===== src/rtl/float16_pkg.sv =====
// Shared binary16 field widths, FSM states and special-value helpers for the
// float16 divider datapath.
package float16_pkg;

    localparam int EXP_W   = 5;
    localparam int MANT_W  = 10;
    localparam int SIG_W   = 11;
    localparam int BIAS    = 15;
    localparam int EXP_MAX = 31;

    typedef enum logic [1:0] {
        IDLE,
        CALC,
        NORM,
        DONE
    } state_t;

    localparam logic [14:0] MAG_INF  = 15'h7C00;
    localparam logic [14:0] MAG_ZERO = 15'h0000;

    function automatic logic [15:0] f16_inf(input logic sign);
        return {sign, MAG_INF};
    endfunction

    function automatic logic [15:0] f16_zero(input logic sign);
        return {sign, MAG_ZERO};
    endfunction

endpackage


===== src/rtl/float16_sig_div_step.sv =====
// One radix-2 restoring division step: conditional subtract, then shift the
// partial remainder left for the next quotient bit.
module float16_sig_div_step
    import float16_pkg::*;
(
    input  logic [SIG_W:0]   rem_i,
    input  logic [SIG_W-1:0] div_i,
    output logic [SIG_W:0]   rem_o,
    output logic             q_bit_o
);

    logic [SIG_W:0] diff;

    // The remainder is always below twice the divisor, so one subtract suffices.
    always_comb begin
        q_bit_o = (rem_i >= {1'b0, div_i});
        diff    = q_bit_o ? (rem_i - {1'b0, div_i}) : rem_i;
        rem_o   = diff << 1;
    end

endmodule


===== src/rtl/float16_divider_seq.sv =====
// Iterative binary16 divider c = a / b with valid/ready handshakes.
// Define FLOAT16_DIV_ROUND_EN for round-to-nearest-even; default truncates.
module float16_divider_seq #(
    parameter int ITERS = 14,
    parameter int BIAS  = 15
) (
    input  logic        clk,
    input  logic        rst_n,
    input  logic        in_valid,
    output logic        in_ready,
    input  logic [15:0] a,
    input  logic [15:0] b,
    output logic        out_valid,
    input  logic        out_ready,
    output logic [15:0] c,
    output logic        of,
    output logic        dz
);

    import float16_pkg::*;

    state_t                   state_q, state_d;
    logic [SIG_W:0]           rem_q, rem_d;
    logic [SIG_W-1:0]         div_q, div_d;
    logic [ITERS-1:0]         q_q, q_d;
    logic signed [6:0]        exp_q, exp_d;
    logic [3:0]               cnt_q, cnt_d;
    logic                     sign_q, sign_d;
    logic [15:0]              c_q, c_d;
    logic                     of_q, of_d;
    logic                     dz_q, dz_d;

    logic                     sign_in;
    logic                     a_zero;
    logic                     b_zero;
    logic signed [6:0]        exp_load;
    logic [SIG_W:0]           step_rem;
    logic                     step_q;

    logic [MANT_W-1:0]        mant_t;
    logic [MANT_W-1:0]        mant_r;
    logic                     guard;
    logic                     sticky;
    logic                     carry;
    logic signed [6:0]        exp_n;
    logic signed [6:0]        exp_r;
    logic [15:0]              norm_c;
    logic                     norm_of;

`ifdef FLOAT16_DIV_ROUND_EN
    function automatic logic [MANT_W:0] round_rne(input logic [MANT_W-1:0] m,
                                                  input logic g,
                                                  input logic s);
        return {1'b0, m} + {{MANT_W{1'b0}}, g & (s | m[0])};
    endfunction
`else
    // Guard and sticky are not needed when truncating.
    logic unused_round;
    assign unused_round = guard ^ sticky;
`endif

    assign sign_in  = a[15] ^ b[15];
    assign a_zero   = (a[14:10] == '0);
    assign b_zero   = (b[14:10] == '0);
    assign exp_load = $signed({2'b00, a[14:10]}) - $signed({2'b00, b[14:10]})
                    + $signed(7'(BIAS));

    float16_sig_div_step u_step (
        .rem_i   (rem_q),
        .div_i   (div_q),
        .rem_o   (step_rem),
        .q_bit_o (step_q)
    );

    // Normalise the 14-bit quotient (value in (0.5, 2)) and pack the result.
    always_comb begin
        if (q_q[ITERS-1]) begin
            mant_t = q_q[12:3];
            guard  = q_q[2];
            sticky = (|q_q[1:0]) | (|rem_q);
            exp_n  = exp_q;
        end else begin
            mant_t = q_q[11:2];
            guard  = q_q[1];
            sticky = q_q[0] | (|rem_q);
            exp_n  = exp_q - 7'sd1;
        end
`ifdef FLOAT16_DIV_ROUND_EN
        {carry, mant_r} = round_rne(mant_t, guard, sticky);
`else
        carry  = 1'b0;
        mant_r = mant_t;
`endif
        exp_r = exp_n + $signed({6'b000000, carry});
        if (exp_r >= $signed(7'(EXP_MAX))) begin
            norm_c  = f16_inf(sign_q);
            norm_of = 1'b1;
        end else if (exp_r <= 7'sd0) begin
            norm_c  = f16_zero(sign_q);
            norm_of = 1'b0;
        end else begin
            norm_c  = {sign_q, exp_r[EXP_W-1:0], mant_r};
            norm_of = 1'b0;
        end
    end

    always_comb begin
        state_d = state_q;
        rem_d   = rem_q;
        div_d   = div_q;
        q_d     = q_q;
        exp_d   = exp_q;
        cnt_d   = cnt_q;
        sign_d  = sign_q;
        c_d     = c_q;
        of_d    = of_q;
        dz_d    = dz_q;
        unique case (state_q)
            IDLE: begin
                if (in_valid) begin
                    sign_d = sign_in;
                    if (b_zero) begin
                        c_d     = f16_inf(sign_in);
                        of_d    = 1'b1;
                        dz_d    = 1'b1;
                        state_d = DONE;
                    end else if (a_zero) begin
                        c_d     = f16_zero(sign_in);
                        of_d    = 1'b0;
                        dz_d    = 1'b0;
                        state_d = DONE;
                    end else begin
                        rem_d   = {2'b01, a[9:0]};
                        div_d   = {1'b1, b[9:0]};
                        q_d     = '0;
                        exp_d   = exp_load;
                        cnt_d   = '0;
                        state_d = CALC;
                    end
                end
            end
            CALC: begin
                rem_d = step_rem;
                q_d   = {q_q[ITERS-2:0], step_q};
                cnt_d = cnt_q + 4'd1;
                if (cnt_q == 4'(ITERS - 1)) begin
                    state_d = NORM;
                end
            end
            NORM: begin
                c_d     = norm_c;
                of_d    = norm_of;
                dz_d    = 1'b0;
                state_d = DONE;
            end
            DONE: begin
                if (out_ready) begin
                    state_d = IDLE;
                end
            end
            default: state_d = IDLE;
        endcase
    end

    always_ff @(posedge clk or negedge rst_n) begin
        if (!rst_n) begin
            state_q <= IDLE;
            rem_q   <= '0;
            div_q   <= '0;
            q_q     <= '0;
            exp_q   <= '0;
            cnt_q   <= '0;
            sign_q  <= 1'b0;
            c_q     <= '0;
            of_q    <= 1'b0;
            dz_q    <= 1'b0;
        end else begin
            state_q <= state_d;
            rem_q   <= rem_d;
            div_q   <= div_d;
            q_q     <= q_d;
            exp_q   <= exp_d;
            cnt_q   <= cnt_d;
            sign_q  <= sign_d;
            c_q     <= c_d;
            of_q    <= of_d;
            dz_q    <= dz_d;
        end
    end

    assign in_ready  = (state_q == IDLE);
    assign out_valid = (state_q == DONE);
    assign c         = c_q;
    assign of        = of_q;
    assign dz        = dz_q;

endmodule

===== config.mk =====
export PLATFORM = sky130hd
export DESIGN_NAME = float16_divider_seq
export DESIGN_NICKNAME = d
export VERILOG_FILES = /design/src/rtl/float16_pkg.sv /design/src/rtl/float16_sig_div_step.sv /design/src/rtl/float16_divider_seq.sv
export SDC_FILE = /design/constraint.sdc
export NUM_CORES = 1
export LEC_CHECK = 0
export BUFFER_PORTS_ARGS = -buffer_cell sky130_fd_sc_hd__buf_2
export CELL_PAD_IN_SITES_DETAIL_PLACEMENT = 2
export CELL_PAD_IN_SITES_GLOBAL_PLACEMENT = 2
export CORE_MARGIN = 4
export CORE_UTILIZATION = 25
export CTS_CLUSTER_SIZE = 25
export DETAILED_ROUTE_END_ITERATION = 10
export PLACE_DENSITY = 0.63
export SYNTH_ARGS = -nofsm -noshare
export SYNTH_HDL_FRONTEND = slang
export SYNTH_SLANG_ARGS = --single-unit

===== constraint.sdc =====
create_clock -name clk -period 2.87 [get_ports clk]
set_clock_uncertainty 0.2 [all_clocks]
set_input_delay 0.1435 -clock clk [delete_from_list [all_inputs] [get_ports clk]]
set_output_delay 0.1435 -clock clk [all_outputs]
set_load 0.05 [all_outputs]

# --- Word-level counts from Yosys, hierarchy flattened ---
# Cells that the tools add are included.
classes:
  div_mod_pow: 0
  bitwise: 3
  reduce_logical: 10
  eq_ne: 10
  mul: 0
  n_mux: 33
  shifts: 0
  n_lt_le_gt_ge: 3
  addsub: 5
ops:
  columns: ["cell", "count"]
  rows:
  - ["$mux 16", 3]
  - ["$mux 14", 3]
  - ["$mux 12", 3]
  - ["$pmux 16 s2", 1]
  - ["$mux 15", 2]
  - ["$pmux 14 s2", 1]
  - ["$pmux 12 s2", 1]
  - ["$ge 12x11->1", 1]
  - ["$mux 4", 3]
  - ["$mux 11", 1]
  - ["$sub 11x11->11", 1]
  - ["$logic_not 5->1", 2]
  - ["$mux 10", 1]
  - ["$mux 2", 5]
  - ["$ne 2x2->1 const B", 4]
  - ["$pmux 2 s4", 1]
  - ["$pmux 4 s2", 1]
  - ["$reduce_and 4->1", 2]
  - ["$add 6x5->7 const B", 1]
  - ["$ge 7x6->1 const B", 1]
  - ["$le 7x1->1 const B", 1]
  - ["$mux 7", 1]
  - ["$sub 7x2->7 const B", 1]
  - ["$reduce_and 3->1", 2]
  - ["other kinds (14)", 21]
word_totals:
  ff_bits: 69
  in_bits: 36
  ramBits: 0
  word_cells: 74
  romBits: 0
  out_inout_bits: 20
  mem_count: 0
  latchBits: 0

# --- Depth between registers and ports, before layout ---
# Gate-level depths: netlist of run 1.
depth:
  depth_word: 6
  depth_mapped: 10
  depth_no_buf: 9

# --- By module ---
# A second synthesis of run 1 with hierarchy kept.
hier_totals:
  cells_unflattened: 503
  area_unflattened_um2: 4408.0
modules_own_cells:
  columns: ["module", "seq_area_each_um2", "cells_per_inst", "instances", "area_per_inst_um2"]
  rows:
  - ["float16_divider_seq", 1726.7, 391, 1, 3642.2]
  - ["float16_sig_div_step", 0.0, 112, 1, 765.7]

# --- Least setup slack after synthesis of run 1 ---
# No wires, ideal clock.
synth_path:
  path_type: "register to register"
  from: "reg state_q[0]"
  to: "reg rem_q[5]"
  setup_ns: 0.083
  n_path_buf: 2
  path_slack_ns: 0.282
  stages_incl_launch_ff: 11
  t_arrival_ns: 2.305
  t_required_ns: 2.587
  synth_period_minus_slack_ns: 2.588
  cell_sequence: "dfrtp_1 inv_1 ha_1 clkbuf_8 and2_2 o221ai_2 and2_1 buf_2 a2111oi_0 a21oi_1 o21ai_0"
synth_between:
  elab_chain_len: 3
  elab_cells_between_ends: 8
  cone_classes: "eq/ne (4); mux (1); reduce/logical (3)"
synth_lines:
  columns: ["item", "line", "source"]
  rows:
  - ["start: declaration", "float16_divider_seq.sv:22", "state_t state_q, state_d;"]
  - ["start signal: assignment", "float16_divider_seq.sv:178", "state_q <= state_d;"]
  - ["$logic_not 2->1 *", null, null]
  - ["via in_ready", "float16_divider_seq.sv:10", "output logic in_ready,"]
  - ["$ne 2x2->1 (no line) or $reduce_bool 2->1 (tied branches)", null, null]
  - ["$reduce_and 4->1 (no line)", null, null]
  - ["end signal: assignment", "float16_divider_seq.sv:179", "rem_q <= rem_d;"]
  - ["end: declaration", "float16_divider_seq.sv:23", "logic [SIG_W:0] rem_q, rem_d;"]
# Mark *: on every way through the listed nets, which the timed path passes. The rest lies on a longest branch.
# A chain may end at the register's enable or synchronous reset.

# --- Worst setup path in the final report of run 1 ---
layout_path:
  from: "reg exp_q[1]"
  to: "reg c_q[3] (netlist: c[3])"
layout_between:
  elab_chain_len: 6
  elab_cells_between_ends: 7
  cone_classes: "add/sub (1); order compare (2); mux (4)"
layout_lines:
  columns: ["item", "line", "source"]
  rows:
  - ["start: declaration", "float16_divider_seq.sv:26", "logic signed [6:0] exp_q, exp_d;"]
  - ["start signal: assignment", "float16_divider_seq.sv:182", "exp_q <= exp_d;"]
  - ["$sub 7x2->7", "float16_divider_seq.sv:86", "exp_n = exp_q - 7'sd1;"]
  - ["$mux 7 *", "float16_divider_seq.sv:77", "if (q_q[ITERS-1]) begin"]
  - ["$le 7x1->1", "float16_divider_seq.sv:98", "end else if (exp_r <= 7'sd0) begin"]
  - ["$mux 15", "float16_divider_seq.sv:98", null]
  - ["$mux 15 *", "float16_divider_seq.sv:95", "if (exp_r >= $signed(7'(EXP_MAX))) begin"]
  - ["$pmux 16 s2 *", "float16_divider_seq.sv:118", "unique case (state_q)"]
  - ["end signal: assignment", "float16_divider_seq.sv:174", "c_q <= '0;"]
  - ["end signal: assignment", "float16_divider_seq.sv:185", "c_q <= c_d;"]
  - ["end: declaration", "float16_divider_seq.sv:29", "logic [15:0] c_q, c_d;"]
# Every way passes the cells marked *; elsewhere a longest branch is shown, timed or not.

==> impl_metrics.csv, run 1 <==
group,metric,value,unit
outcome,status,"complete, but fails checks",
outcome,violations,"negative hold slack",
synthesis,synthFlopType,"dfrtp_1",
layout,area_growth,25.1,%
floorplanning,initial_core_util,0.257,
setup_path,cpMaxStageDelayCell,"or4b_4",
clock_tree,cts_root_buf,"clkbuf_16",
sta,rsz0062_at_grt,"false",
setup_path,crit_path_cell_trace,"inv_1 -> ha_1 -> or4b_4 -> nor3_1 -> xnor2_1 -> o21ai_4 -> nand4b_4 -> o21ai_0",
layout,antenna_cells,0,
hold_path,hp-start,"a[15]",
synthesis,yosysSeqAreaShare,0.404,
sta,finalSetupViolations,0,
sta,period_share,0.917,
place,io_buffers,55,
routing,dr.pass1.iters,4,
synthesis,netlist.area_leader.share,0.404,
clock_tree,cts_sinks,69,
layout,layout.nets,605,
setup_path,cp-start-kind,"flip-flop",
routing,num_vias,3703,
synthesis,synth_edf_count,0,
power_and_ir_drop,power.density,1160,nW/um2
global_route,top_usage_layer,"met2",
setup_path,critPathArrivalTime,2.69,ns
routing,postRouteAntennaNets,0,
setup_path,crit_path_end_kind,"flip-flop",
layout,post-route-util,0.321,
hold_path,worst_hold_path_type,"in -> reg",
global_route,grt_max_degree,39,
layout,final_layout_size_suffix_gt1_frac,0.208,
synthesis,syn_nets,525,
power_and_ir_drop,irDropWorstVdd,0.000462,V
sta,setup_ws,0.238,ns
setup_path,required,2.92,ns
setup_path,max_stage_delay,0.52,ns
sta,slew_viol_final,0,
clock_tree,path_clk_slew,0.06,ns
setup_path,path_class,"reg -> reg",
floorplanning,rows,47,
global_route,use_met1,0.170,
place,dpl.hpwl,9.79,mm
power_and_ir_drop,totalPowerFinal,6200,uW
sta,setup-tns-final,0,ns
clock_tree,cts_tree,"done",
routing,drtIter0Drc,134,
synthesis,synth_area_per_cell,9.23,um2
global_route,grt.total_usage,0.139,
synthesis,ys_warn_count,0,
clock_tree,h-tree-depth,3,
floorplanning,ios,56,
clock_tree,clock_latency,0.34,ns
setup_path,rr_startpoint,"exp_q[1]",
setup_path,cp_num_buf_inv,1,
setup_path,r2r_cells,8,
hold_path,hold_depth,3,
clock_tree,postCtsSetupBuffers,0,
global_route,grt_pass1_vias,4186,
synthesis,ys_async_sr_fraction,1.00,
synthesis,synth_area_leaders,"dfrtp_1, ha_1, nand2_1, o21ai_0, mux2_2",
setup_path,critPathTopFamily,"simple AND/OR/NAND/NOR gates",
floorplanning,die_x,139,um
setup_path,r2r_slack,0.24,ns
place,place_congestion,0.780,
setup_path,rr_endpoint,"c[3]",
layout,fill_cells,1862,
floorplanning,design.core.area,16600,um2
global_route,gr-usage-met3,0.0307,
sta,slew_headroom,0.458,
place,place_ws,0.219,ns
global_route,use_met2,0.247,
floorplanning,die_h,139,um
synthesis,yosysUniqueCellTypes,64,
layout,multi_input_area,2330,um2
synthesis,synthCells,463,
clock_tree,numCtsBuffers,9,
sta,tightest_slew,0.813,ns
clock_tree,clockBufferDepth,2,
routing,avgViaCountPerCell,4.82,
sta,max_freq,380,MHz
hold_path,min_to,"sign_q",
setup_path,worst-path-max-fanout,10,
sta,hold_viol,1,
synthesis,syn_area,4270,um2
global_route,overflow,0,
routing,wl_per_cell,16.7,um
sta,min_period,2.63,ns
global_route,antenna_found_initial,0,
routing,postRouteWirelength,12.8,mm
layout,regArea,1730,um2
sta,fin_hold_ws,-0.00160,ns
global_route,grt_first_pass_wirelength,21.9,mm
run,drv_cap,0,
synthesis,synth-seq-cells,69,
floorplanning,die_area,19300,um2
routing,drc,0,
synthesis,yosys.area.top_type,"dfrtp_1",
power_and_ir_drop,leakagePower,0.00250,uW
==> worst register-to-register path, stage by stage (launching register included) <==
cell and delay (ns):
dfrtp_1 0.46, inv_1 0.09, ha_1 0.20, or4b_4 0.52, nor3_1 0.23, xnor2_1 0.20, o21ai_4 0.15, nand4b_4 0.26
o21ai_0 0.23
==> logic make-up after synthesis <==
logic type      count (synthesis)  synth area share
buf+inv                        52            0.0518
simple gates                  151             0.174
xor+xnor                       18            0.0369
fa+ha+maj                      26            0.0796
flops                          69             0.404
mux                            27            0.0673
compound gates                120             0.186
==> how the worst max path moves through the flow <==
| stage | from | to | slack, ns | depth (start not counted) |
|---|---|---|---|---|
| 2_1_floorplan | state_q[0] | rem_q[5] | 0.28 | 10 |
| 3_3_place_gp | rem_q[0] | rem_q[1] | 0.37 | 10 |
| 3_5_place_dp | exp_q[1] | c[3] | 0.22 | 8 |
| 4_1_cts | rem_q[0] | rem_q[1] | 0.22 | 10 |
| 5_1_grt | rem_q[0] | rem_q[2] | 0.01 | 10 |
| 6_report | exp_q[1] | c[3] | 0.24 | 8 |
==> cell usage in the layout (no fill, tap or decap), types with 4 or more instances in the layout <==
| cell | Yosys | layout |
|---|---|---|
| a211o_1 | 7 | 7 |
| a211oi_1 | 6 | 6 |
| a21oi_1 | 25 | 25 |
| and3_1 | 4 | 4 |
| buf_2 | 7 | 55 |
| buf_4 | 0 | 15 |
| clkbuf_16 | 0 | 9 |
| dfrtp_1 | 69 | 69 |
| dlygate4sd3_1 | 0 | 18 |
| ha_1 | 24 | 24 |
| inv_1 | 32 | 32 |
| mux2_2 | 14 | 14 |
| mux2i_1 | 13 | 13 |
| nand2_1 | 66 | 66 |
| nand2b_1 | 8 | 8 |
| nand3_1 | 19 | 19 |
| nand4_1 | 5 | 5 |
| nor2_1 | 28 | 28 |
| o211ai_1 | 6 | 6 |
| o21ai_0 | 40 | 40 |
| o22ai_1 | 6 | 6 |
| xnor2_1 | 11 | 11 |
| xor2_1 | 7 | 7 |
==> power by group <==
group	total [uW]	switching [uW]	internal, uW
sequential	1560	282	1270
clock	1160	456	702
combinational	3490	2130	1360
==> synthesized netlist by cell type, types with 2 or more instances <==
master	instances
a21oi_1	25
clkbuf_1	9
mux2_2	14
xnor2_1	11
buf_2	7
fa_1	2
mux2i_1	13
a211o_1	7
nand2_1	66
dfrtp_1	69
nand4_1	5
a21o_1	3
o211ai_1	6
inv_1	32
o21a_1	2
nand2b_1	8
and3_1	4
o21ai_0	40
a32o_1	2
o22ai_1	6
a2bb2oi_1	2
buf_1	2
or3_1	3
nor3b_1	2
nor3_1	3
a31oi_1	3
xor2_1	7
a211oi_1	6
nand3_1	19
ha_1	24
nor2_1	28
==> what timing repair did <==
item,4_1_cts,5_1_grt
hold buffers,18,0
endpoints found under the hold margin,48,0
resized for setup,0,0
==> routing by layer <==
| layer | up-vias | wire length, um |
|---|---|---|
| li1 | 1796 | - |
| met5 | - | 0 |
| met1 | 1844 | 5720 |
| met4 | 0 | 148 |
| met3 | 10 | 408 |
| met2 | 53 | 6560 |
==> flip-flops by register name, indices dropped and copies added, names as in the netlist <==
signal	count
div_q	11
q_q	14
c	16
rem_q	12
of	1
exp_q	7
cnt_q	4
state_q	2
dz	1
sign_q	1
==> stage by stage <==
step / instance area, um2 / std cells
after floorplan: 4270 / 463
after global placement: 4860 / 734
after detailed placement: 4860 / 734
after CTS: 5350 / 768
after global routing: 5350 / 768
final: 5350 / 768
==> cell type report <==
type                    count  area share
clock inverters             6      0.0133
flip-flops and latches     69       0.323
repair buffers             89       0.110
inverters                  32      0.0225
multi-input cells         342       0.435
clock buffers              10      0.0447
well taps                 220      0.0515
(Power assumes the default switching activity.)
==> run 2: changes to the inputs <==
--- a/config.mk
+++ b/config.mk
@@ -12,6 +12,7 @@
 export CORE_UTILIZATION = 25
 export CTS_CLUSTER_SIZE = 25
 export DETAILED_ROUTE_END_ITERATION = 10
+export MAX_ROUTING_LAYER = met4
 export PLACE_DENSITY = 0.63
 export SYNTH_ARGS = -nofsm -noshare
 export SYNTH_HDL_FRONTEND = slang
==> run 2 against run 1 <==
  * The run now ends clean
  * Highest routed layer unchanged
  * Sequential power about the same
  * Critical endpoint unchanged
  * Hold slack gained 0.0055 ns
  * Combinational power is essentially flat
  * Via count about the same
==> impl_metrics.csv, run 2 (synthesis gave the netlist of run 1 again) <==
group,metric,value,unit
clock_tree,path_clk_slew,0.06,ns
power_and_ir_drop,irDropWorstVdd,0.000462,V
power_and_ir_drop,totalPowerFinal,6210,uW
clock_tree,cts_tree,"done",
setup_path,required,2.92,ns
layout,final_cell_mix,"dfrtp_1, nand2_1, buf_2",
clock_tree,postCtsSetupBuffers,0,
power_and_ir_drop,netSwitchingPower,2870,uW
setup_path,crit_path_start,"exp_q[1]",
global_route,grt_pass1_vias,4189,
setup_path,path_class,"reg -> reg",
hold_path,hp-start,"a[15]",
clock_tree,numCtsBuffers,9,
layout,largest_reg_flops,16,
layout,area_growth,25.1,%
power_and_ir_drop,power_frac_clock,0.187,
place,dp.cells,734,
floorplanning,ios,56,
layout,fin_cells,768,
run,drv_cap,0,
routing,avgViaCountPerCell,4.82,
sta,setup-tns-final,0,ns
hold_path,worst_hold_path_type,"in -> reg",
setup_path,cpMaxStageDelayCell,"or4b_4",
setup_path,cp_num_buf_inv,1,
floorplanning,initial_core_util,0.257,
clock_tree,cts_root_buf,"clkbuf_16",
power_and_ir_drop,combPwrFrac,0.562,
routing,num_vias,3705,
place,io_buffers,55,
floorplanning,die_h,139,um
clock_tree,cts_sinks,69,
routing,postRouteWirelength,12.8,mm
sta,rsz0062_at_grt,"false",
global_route,grt.total_usage,0.143,
floorplanning,rows,47,
sta,fin_hold_ws,0.00391,ns
clock_tree,ctsHoldBuffers,18,
global_route,overflow,0,
clock_tree,cts_resized,0,
layout,final_layout_size_suffix_gt1_frac,0.208,
global_route,grt_max_degree,39,
outcome,status,"complete, no violations",
routing,drtIter0Drc,121,
setup_path,cp-start-kind,"flip-flop",
place,place_congestion,0.790,
power_and_ir_drop,p_seq_frac,0.251,
floorplanning,die_area,19300,um2
clock_tree,h-tree-depth,3,
layout,layout.nets,605,
floorplanning,die_x,139,um
setup_path,rr_startpoint,"exp_q[1]",
layout,layout_commonest_cell,"dfrtp_1",
setup_path,crit_path_end_kind,"flip-flop",
setup_path,max_stage_delay,0.52,ns
power_and_ir_drop,power.density,1160,nW/um2
sta,finalSetupViolations,0,
global_route,antenna_found_initial,0,
power_and_ir_drop,leakagePower,0.00250,uW
sta,slew_viol_final,0,
global_route,grt_first_pass_wirelength,21.9,mm
sta,min_period,2.64,ns
routing,postRouteAntennaNets,0,
setup_path,critPathTopFamily,"simple AND/OR/NAND/NOR gates",
sta,period_share,0.920,
clock_tree,clock_latency,0.34,ns
place,dpl.hpwl,9.79,mm
clock_tree,clockBufferDepth,2,
routing,drc,0,
power_and_ir_drop,power.internal,3340,uW
routing,dr.pass1.iters,4,
floorplanning,design.core.area,16600,um2
sta,max_freq,379,MHz
sta,slew_headroom,0.466,
setup_path,crit_path_cell_trace,"inv_1 -> ha_1 -> or4b_4 -> nor3_1 -> xnor2_1 -> o21ai_4 -> nand4b_4 -> o21ai_0",
sta,hold_viol,0,
routing,wl_per_cell,16.7,um
sta,tightest_slew,0.801,ns
setup_path,critPathArrivalTime,2.69,ns
layout,antenna_cells,0,
setup_path,worst-path-max-fanout,10,
power_and_ir_drop,p_sw_frac,0.462,
-- run 2: cell counts in the layout (fill, tap and decap cells not counted) --
No cell type changed its count.
-- run 2: worst reg2reg max path: stages, from the launching register on --
cell      delay, ns
dfrtp_1        0.47
inv_1          0.09
ha_1           0.20
or4b_4         0.52
nor3_1         0.23
xnor2_1        0.20
o21ai_4        0.15
nand4b_4       0.26
o21ai_0        0.23
-- run 2: power by group through the flow --
| stage | clock [uW] | sequential [uW] | combinational [uW] |
|---|---|---|---|
| 2_1_floorplan | 0 | 1650 | 2410 |
| 6_report | 1160 | 1560 | 3490 |
| 5_1_grt | 1250 | 1610 | 3930 |
| 3_5_place_dp | 0 | 1580 | 3520 |
| 3_3_place_gp | 0 | 1550 | 3390 |
| 4_1_cts | 1200 | 1560 | 3580 |
-- run 2: final timing paths --
path,slack (ns),to,depth (start not counted)
hold reg to reg,0.27,div_q[10],2
setup reg to reg,0.23,c[3],8
setup / recovery,0.23,c[3],8
hold / removal,0.004,sign_q,3
max in group asynchronous,1.54,rem_q[7],3
min in group asynchronous,0.23,c[11],2
-- run 2: per-stage QoR --
| stage | util | area (um2) | setup WS (ns) |
|---|---|---|---|
| floorplan | - | 4270 | 0.282 |
| global placement | 0.292 | 4860 | 0.367 |
| detailed placement | 0.292 | 4860 | 0.219 |
| CTS | 0.321 | 5350 | 0.220 |
| global route | 0.321 | 5350 | 0.0103 |
| finish | 0.321 | 5350 | 0.230 |
-- run 2: layout make-up --
cell class,count,area [um2]
clock buffer,10,239
clock inverter,6,71.3
fill,1862,11300
inverter,32,120
multi-input combinational,342,2330
sequential,69,1730
tap,220,275
timing repair buffer,89,588
-- run 2: metal layers --
layer,global-route usage,share of wire
met1,0.170,0.45
met2,0.247,0.51
met3,0.0307,0.032
met4,0.0350,0.012
met5,-,0
